<file path="config.mk">
export PLATFORM = sky130hd
export DESIGN_NAME = rng_health_monitor
export DESIGN_NICKNAME = d
export VERILOG_FILES = /design/src/rtl/rng_health_monitor.sv
export SDC_FILE = /design/constraint.sdc
export NUM_CORES = 1
export LEC_CHECK = 0
export ABC_CLOCK_PERIOD_IN_PS = 6900
export BUFFER_PORTS_ARGS = -buffer_cell sky130_fd_sc_hd__clkbuf_2
export CORE_ASPECT_RATIO = 2
export CORE_MARGIN = 5
export CORE_UTILIZATION = 44
export DETAILED_ROUTE_END_ITERATION = 10
export PLACE_DENSITY = 0.72
export SYNTH_ARGS = -nofsm -noshare
export SYNTH_HDL_FRONTEND = slang
export SYNTH_SLANG_ARGS = --single-unit
</file>
<file path="constraint.sdc">
create_clock -name clk -period 6.9 [get_ports clk]
set_input_delay 1.725 -clock clk [delete_from_list [all_inputs] [get_ports clk]]
set_output_delay 1.725 -clock clk [all_outputs]
set_load 0.05 [all_outputs]
</file>
<file path="src/rtl/rng_health_monitor.sv">
// Online health monitor for a 32-bit RNG word stream: repetition-count test
// plus windowed monobit test, with latched alarm and per-window reporting.
module rng_health_monitor #(
   parameter logic [15:0] WINDOW_WORDS = 16'd64,
   parameter logic [7:0]  REP_LIMIT    = 8'd4,
   parameter logic [15:0] ONES_MIN     = 16'd944,
   parameter logic [15:0] ONES_MAX     = 16'd1104
) (
   input  logic        clk,
   input  logic        rst,
   input  logic        start,
   input  logic        clear,
   input  logic [31:0] in_data,
   input  logic        in_valid,
   output logic        in_ready,
   output logic        busy,
   output logic        done,
   output logic        pass,
   output logic [15:0] ones_count,
   output logic [15:0] win_count,
   output logic        rep_fail,
   output logic        mono_fail,
   output logic        alarm
);

   localparam int unsigned DW = 32;
   localparam int unsigned CW = 16;
   localparam int unsigned RW = 8;
   localparam int unsigned PW = 6;

   typedef enum logic [1:0] {IDLE, RUN, CHECK, FAIL} state_t;

   state_t          state, state_nxt;
   logic [CW-1:0]   ones_acc, ones_acc_nxt;
   logic [CW-1:0]   word_cnt, word_cnt_nxt;
   logic [RW-1:0]   rep_cnt, rep_cnt_nxt;
   logic [DW-1:0]   prev_word, prev_word_nxt;
   logic            prev_vld, prev_vld_nxt;
   logic [CW-1:0]   ones_count_nxt, win_count_nxt;
   logic            done_nxt, pass_nxt, rep_fail_nxt, mono_fail_nxt;
   logic            in_ready_nxt, busy_nxt, alarm_nxt;

   logic [PW-1:0]   pop_c;
   logic            accept_c;
   logic [CW-1:0]   acc_upd_c;
   logic [RW-1:0]   rep_upd_c;
   logic            win_pass_c;

   // Popcount of the incoming word
   always_comb begin
      pop_c = '0;
      for (int i = 0; i < DW; i++) begin
         pop_c = pop_c + PW'(in_data[i]);
      end
   end

   assign accept_c   = in_valid && (state == RUN);
   assign acc_upd_c  = ones_acc + CW'(pop_c);
   assign rep_upd_c  = (prev_vld && (in_data == prev_word)) ? rep_cnt + RW'(1) : RW'(1);
   assign win_pass_c = (acc_upd_c >= ONES_MIN) && (acc_upd_c <= ONES_MAX);

   // Next-state and next-output logic; window results are produced on the
   // last accept so they are visible during the CHECK cycle.
   always_comb begin
      state_nxt      = state;
      ones_acc_nxt   = ones_acc;
      word_cnt_nxt   = word_cnt;
      rep_cnt_nxt    = rep_cnt;
      prev_word_nxt  = prev_word;
      prev_vld_nxt   = prev_vld;
      ones_count_nxt = ones_count;
      win_count_nxt  = win_count;
      done_nxt       = 1'b0;
      pass_nxt       = pass;
      rep_fail_nxt   = rep_fail;
      mono_fail_nxt  = mono_fail;

      case (state)
         IDLE: begin
            if (start) begin
               state_nxt    = RUN;
               ones_acc_nxt = '0;
               word_cnt_nxt = '0;
               rep_cnt_nxt  = '0;
               prev_vld_nxt = 1'b0;
            end
         end
         RUN: begin
            if (accept_c) begin
               ones_acc_nxt  = acc_upd_c;
               rep_cnt_nxt   = rep_upd_c;
               prev_word_nxt = in_data;
               prev_vld_nxt  = 1'b1;
               if (rep_upd_c == REP_LIMIT) begin
                  state_nxt    = FAIL;
                  rep_fail_nxt = 1'b1;
               end else if (word_cnt == WINDOW_WORDS - 16'd1) begin
                  state_nxt      = CHECK;
                  done_nxt       = 1'b1;
                  pass_nxt       = win_pass_c;
                  ones_count_nxt = acc_upd_c;
                  ones_acc_nxt   = '0;
                  word_cnt_nxt   = '0;
                  if (win_pass_c) begin
                     if (win_count != 16'hFFFF) win_count_nxt = win_count + 16'd1;
                  end else begin
                     mono_fail_nxt = 1'b1;
                  end
               end else begin
                  word_cnt_nxt = word_cnt + 16'd1;
               end
            end
         end
         CHECK:   state_nxt = pass ? RUN : FAIL;
         FAIL:    state_nxt = FAIL;
         default: state_nxt = IDLE;
      endcase

      if (clear) begin
         state_nxt      = IDLE;
         ones_count_nxt = ones_count;
         win_count_nxt  = '0;
         done_nxt       = 1'b0;
         pass_nxt       = 1'b0;
         rep_fail_nxt   = 1'b0;
         mono_fail_nxt  = 1'b0;
      end

      in_ready_nxt = (state_nxt == RUN);
      busy_nxt     = (state_nxt != IDLE);
      alarm_nxt    = rep_fail_nxt | mono_fail_nxt;
   end

   // State and output registers
   always_ff @(posedge clk) begin
      if (rst) begin
         state      <= IDLE;
         ones_acc   <= '0;
         word_cnt   <= '0;
         rep_cnt    <= '0;
         prev_word  <= '0;
         prev_vld   <= 1'b0;
         ones_count <= '0;
         win_count  <= '0;
         done       <= 1'b0;
         pass       <= 1'b0;
         rep_fail   <= 1'b0;
         mono_fail  <= 1'b0;
         in_ready   <= 1'b0;
         busy       <= 1'b0;
         alarm      <= 1'b0;
      end else begin
         state      <= state_nxt;
         ones_acc   <= ones_acc_nxt;
         word_cnt   <= word_cnt_nxt;
         rep_cnt    <= rep_cnt_nxt;
         prev_word  <= prev_word_nxt;
         prev_vld   <= prev_vld_nxt;
         ones_count <= ones_count_nxt;
         win_count  <= win_count_nxt;
         done       <= done_nxt;
         pass       <= pass_nxt;
         rep_fail   <= rep_fail_nxt;
         mono_fail  <= mono_fail_nxt;
         in_ready   <= in_ready_nxt;
         busy       <= busy_nxt;
         alarm      <= alarm_nxt;
      end
   end

endmodule
</file>
---- Yosys cells after proc, flatten, opt, wreduce, memory -nomap -nowiden ----
Index checks and enable logic that the tools add are counted.
cells by class
  add/sub/neg operators ................... 35
  magnitude comparators ................... 2
  eq/ne operators ......................... 11
  muxes and demuxes ....................... 34
  bitwise logic cells ..................... 5
  reduce and logical (&&, ||, !) cells .... 14
operator list
  operator               number
  $add 6x1->6            26
  $mux 16                7
  $pmux 16 s2            2
  $add 16x1->16 const B  2
  $eq 32x32->1           1
  $mux 8                 3
  $add 16x6->16          1
  $eq 16x6->1 const B    1
  $ge 16x10->1 const B   1
  $le 16x11->1 const B   1
  $ne 16x16->1 const B   1
  $pmux 8 s2             1
  $mux 1                 13
  $mux 2                 6
  $add 8x1->8 const B    1
  $eq 8x3->1 const B     1
  $pmux 2 s4             1
  $reduce_and 4->1       2
  $add 5x1->6            1
  $ne 2x2->1 const B     3
  $reduce_and 6->1       1
  $add 4x1->5            1
  $reduce_and 5->1       1
  $reduce_or 5->1        1
  14 further kinds       22
word-level totals
  register bits after elaboration ......... 114
  input port bits ......................... 37
  logic and storage cells ................. 116

---- Logic depth before layout (Yosys ltp) ----
  word-level depth ........................ 41
  gate-level depth with buffers ........... 20
  gate-level depth less buffers ........... 19

---- Worst setup path after synthesis ----
No wires, ideal clock.
  path kind ............................... input port to flip-flop
  start point ............................. input in_data[0]
  end point ............................... register win_count[3]
  arrival time ............................ 7.381 ns
  path slack .............................. -0.551 ns
  stages .................................. 18
  cells stage by stage .................... fa_1 -> inv_1 -> fa_1 -> fa_1 -> fa_1 -> fa_1 -> fa_1 -> fa_1 -> fa_1 -> nand2b_1 -> a211o_1 -> a211oi_1 -> o2111ai_1 -> a21oi_2 -> o2111ai_4 -> buf_6 -> or3_1 -> a21oi_1
between the ends
  cells in the longest elaborated chain, start to end .. 35
  elaborated cells on any way between the ends .. 41
RTL lines
  element                                              RTL line  RTL
  start: declaration                                   13        input logic [31:0] in_data,
  $add 1x1->2                                          53        pop_c = pop_c + PW'(in_data[i]);
  $add 2x1->3                                          53
  $add 3x1->4                                          53
  $add 4x1->5                                          53
  $add 5x1->6                                          53
  $add 6x1->6 (26 in series)                           53
  $add 16x6->16                                        58        assign acc_upd_c = ones_acc + CW'(pop_c);
  $ge 16x10->1 / $le 16x11->1 (equally long branches)  60        assign win_pass_c = (acc_upd_c >= ONES_MIN) && (acc_upd_c <= ONES_MAX);
  $logic_and 1x1->1                                    60
  $reduce_and 6->1 (no source line) *                  n/a
  end signal: assignment                               160       win_count <= win_count_nxt;
  end: declaration                                     20        output logic [15:0] win_count,
Mark *: on every way between the ends. The rest lies on a longest branch, timed or not.
A chain may end at the register's enable or synchronous reset.

---- Worst setup path in the final report ----
  start point ............................. input in_data[17]
  end point ............................... register win_count[11]
between the ends
  cells in the longest elaborated chain, start to end .. 19
  elaborated cells on any way between the ends .. 25
RTL lines
  element                                              RTL line
  $add 6x1->6 (15 in series)                           53
  $add 16x6->16                                        58
  $ge 16x10->1 / $le 16x11->1 (equally long branches)  60
  $logic_and 1x1->1                                    60
  $reduce_and 6->1 (no source line) *                  n/a
Marked as above.

==> results.txt <==
The clock period minus worst slack came out at 7.23 ns. Across all setup checks in the final design, the least slack found is -0.335 ns. Of the synthesized area, sequential elements account for 0.336.

The remaining global-route overflow came out at 0. The nature of the critical path startpoint is a primary input. The met2 layer usage reported by global route is 0.392. The max-cap check violation count is 0. The pin slew with the least headroom to its limit came out at 1.11 ns. By startpoint and endpoint, the worst setup path is classified as primary input to flop. The total number of placement rows came out at 64. The launch point of the worst path is in_data[17]. The period utilization came out at 1.05. The number of buffers created by CTS is 17.

The area of the die came out at 18,100 sq um. The cell depth of the worst flop-to-flop path came out at 17. The final reports fail on setup timing. The number of cells on the worst hold path is 2. The wire length reported by the detailed router came out at 18.6 mm. The arrival time at the worst endpoint came out at 7.52 ns. For this design, the sink count on the clock tree is 114. The number of detailed-routing iterations run before antenna repair came out at 4. The largest net degree at the start of global routing came out at 91.

The number of input and output port buffers inserted came out at 75. The initial antenna violation count came out at 0. 76 I/O pins were placed. The detailed-route wire length per cell came out at 16.7 um.

Of all nets on the critical path, the largest fanout is 17. The per-cell via count in the routed design came out at 5.58. The area of the mapped netlist came out at 6780 sq um. The max-slew headroom at the worst pin came out at 0.257. Of all flip-flops after synthesis, the portion carrying an async set or reset was 0. The final RePlAce weighted congestion came out at 0.859. The signed area change from the synthesized netlist to the final layout is 24.5%.

Setup repair after global routing could not meet its margin everywhere. The H-tree depth reported by CTS is 4. CTS placed an instance of clkbuf_16 at the clock tree root. The post-detailed-route DRC marker count is 0. The sum of net half-perimeters after detailed placement came out at 13.8 mm. The number of hold buffers added after cts came out at 0. The clock tree from TritonCTS is done.

The initial core utilization came out at 0.446. The final hold violation count is 0. The overall track demand over capacity in global routing is 0.209. The worst-case clock buffer depth came out at 2.

The number of flops mapped to enable cells by yosys came out at 0. The type of the most critical hold path is flop to flop. For met1 alone, demand over resource in global routing was 0.208.

The power density over the cells is 352 nW/um^2. The mean post-synth cell area is 8.54 sq um. The number of diodes came out at 0. Based on the critical path, the design can be clocked at up to 138 MHz.

The total of warnings raised by yosys is 0. The instance count of the mapped netlist came out at 794. The worst-case setup slack after placement came out at -0.873 ns. The final number of setup-violating endpoints is 19.

The initial DRC count came out at 272. The worst-case IR drop observed on VDD is 0.371 mV. Summed over all cells, the static leakage comes to 3.51 nW. The run finished, with violations left. The worst reg2reg path startpoint is ones_acc[0]. The final-report max-slew violation count came out at 0. For this run, the post-layout net count is 983. The most used flip-flop cell after synthesis is dfxtp_1. The number of different library cells in the post-synthesis netlist is 78. The via count of the first global-routing pass is 6,227.

After global routing, the most crowded layer is met2. The overall power after layout is 2.97 mW. The clock arrives with 0.00766 ns of skew. The final route contains 6,208 vias. The endpoint required time on the critical path came out at 7.18 ns. Of the cells placed in the final design, the portion with a size suffix greater than 1 is 0.222. The total area inside the core boundary comes to 15,200 sq um. The most common library cell in the layout ignoring fill and taps is dfxtp_1. The post-synthesis register bit count came out at 114. The wire length of the first global-routing pass came out at 30.3 mm.

The post-detailed-route count of antenna-violating nets came out at 0. The insertion delay to the later sink of the worst-skew pair came out at 0.42 ns. The capturing element type of the critical path is a flop.

The die is 97.8 um wide. The global-route track usage on met3 came out at 0.0461. The post-synth net total is 875. The startpoint of the tightest hold check path is prev_word[28]. In this run the vertical extent of the chip is 186 um.

The CTS clock-pin slew for the worst setup and hold paths is 0.06 ns. In the layout the commonest cells are dfxtp_1 (114), nand2_1 (101), clkbuf_2 (72), nor2_1 (68), a21oi_1 (55).
-- area by class of cell --
| cell class | instances | area, sq um |
|---|---|---|
| Multi-Input combinational cell | 591 | 4270 |
| Clock inverter | 15 | 233 |
| Sequential cell | 114 | 2280 |
| Fill cell | 1403 | 6770 |
| Tap cell | 198 | 248 |
| Timing Repair Buffer | 125 | 786 |
| Clock buffer | 17 | 425 |
| Inverter | 53 | 199 |
-- worst max-delay path, cell delays in order --
cell	delay, ns
clkbuf_2	0.11
fa_1	0.54
inv_1	0.05
fa_1	0.46
fa_1	0.55
fa_1	0.44
fa_1	0.54
fa_1	0.44
fa_2	0.37
fa_2	0.36
nand2b_4	0.16
a211o_4	0.38
a211oi_2	0.23
o311ai_2	0.16
a22oi_4	0.24
o2111ai_4	0.16
buf_8	0.19
o311ai_4	0.27
o41ai_2	0.11
-- logic make-up (layout without fill, tap and decap cells) --
| kind of cell | after synthesis | in the layout | share of synthesized area |
|---|---|---|---|
| simple gates | 318 | 318 | 0.246 |
| compound gates | 160 | 160 | 0.163 |
| flops | 114 | 114 | 0.336 |
| buf+inv | 89 | 210 | 0.0531 |
| xor+xnor | 59 | 59 | 0.0762 |
| fa+ha+maj | 44 | 44 | 0.110 |
| mux | 10 | 10 | 0.0148 |
-- report_power, final --
group / switching [mW] / internal (mW) / total [mW]
combinational: 0.717 / 0.608 / 1.33
sequential: 0.00590 / 0.666 / 0.672
clock: 0.331 / 0.645 / 0.976
total: 1.05 / 1.92 / 2.97
-- through the flow --
stage / TNS (ns) / hold slack (ns) / utilization / cells / area [sq um]
after global routing: -7.36 / 0.486 / 0.555 / 1113 / 8450
after floorplan: -5.10 / 0.448 / - / 794 / 6800
after detailed placement: -18.85 / 0.459 / 0.501 / 1079 / 7630
after global placement: -16.57 / 0.453 / 0.501 / 1079 / 7630
final: -4.58 / 0.466 / 0.555 / 1113 / 8450
after CTS: -5.37 / 0.470 / 0.549 / 1113 / 8350
-- final timing paths --
| check | to | slack (ns) |
|---|---|---|
| hold / removal | prev_word[28] | 0.47 |
| setup reg to reg | win_count[11] | 1.26 |
| setup / recovery | win_count[11] | -0.33 |
| hold reg to reg | prev_word[28] | 0.47 |
-- per-layer routing --
layer	wire (um)	up-vias
li1	-	3001
met1	6580	2970
met2	10200	183
met3	922	54
met4	905	0
met5	0	-
-- repair_timing --
item / 4_1_cts / 5_1_grt
gates cloned: 0 / 0
gates resized for setup: 12 / 22
endpoints found under the setup margin: 22 / 27
pin swaps: 7 / 9
buffers inserted: 2 / 0
-- cell usage after synthesis (4+ instances only) --
cell / instances / share of area
a211oi_1: 10 / 0.011
a21o_1: 4 / 0.0044
a21oi_1: 58 / 0.043
a22oi_1: 7 / 0.0077
and2_1: 8 / 0.0074
and3_1: 14 / 0.013
buf_1: 4 / 0.0022
buf_2: 6 / 0.0044
clkbuf_1: 24 / 0.013
dfxtp_1: 114 / 0.34
fa_1: 26 / 0.077
ha_1: 18 / 0.033
inv_1: 53 / 0.029
mux2i_1: 10 / 0.015
nand2_1: 102 / 0.056
nand2b_1: 5 / 0.0046
nand3_1: 18 / 0.013
nand4_1: 9 / 0.0083
nand4b_1: 5 / 0.0065
nor2_1: 69 / 0.038
nor2b_1: 6 / 0.0055
nor3_1: 14 / 0.010
nor3b_1: 6 / 0.0066
nor4_1: 12 / 0.011
o211ai_1: 4 / 0.0044
o21a_1: 6 / 0.0066
o21ai_0: 16 / 0.012
o21ai_1: 4 / 0.0030
o311ai_1: 10 / 0.013
o41ai_1: 5 / 0.0065
or3_1: 17 / 0.016
or4_1: 9 / 0.010
xnor2_1: 31 / 0.040
xor2_1: 28 / 0.036
-- sequential cells by signal, indices dropped and copies added (netlist names) --
signal and flops:
alarm 1, prev_vld 1, win_count 16, busy 1
ones_acc 16, done 1, prev_word 32, state 2
rep_cnt 8, mono_fail 1, in_ready 1, word_cnt 16
rep_fail 1, pass 1, ones_count 16
(Power assumes the default switching activity.)
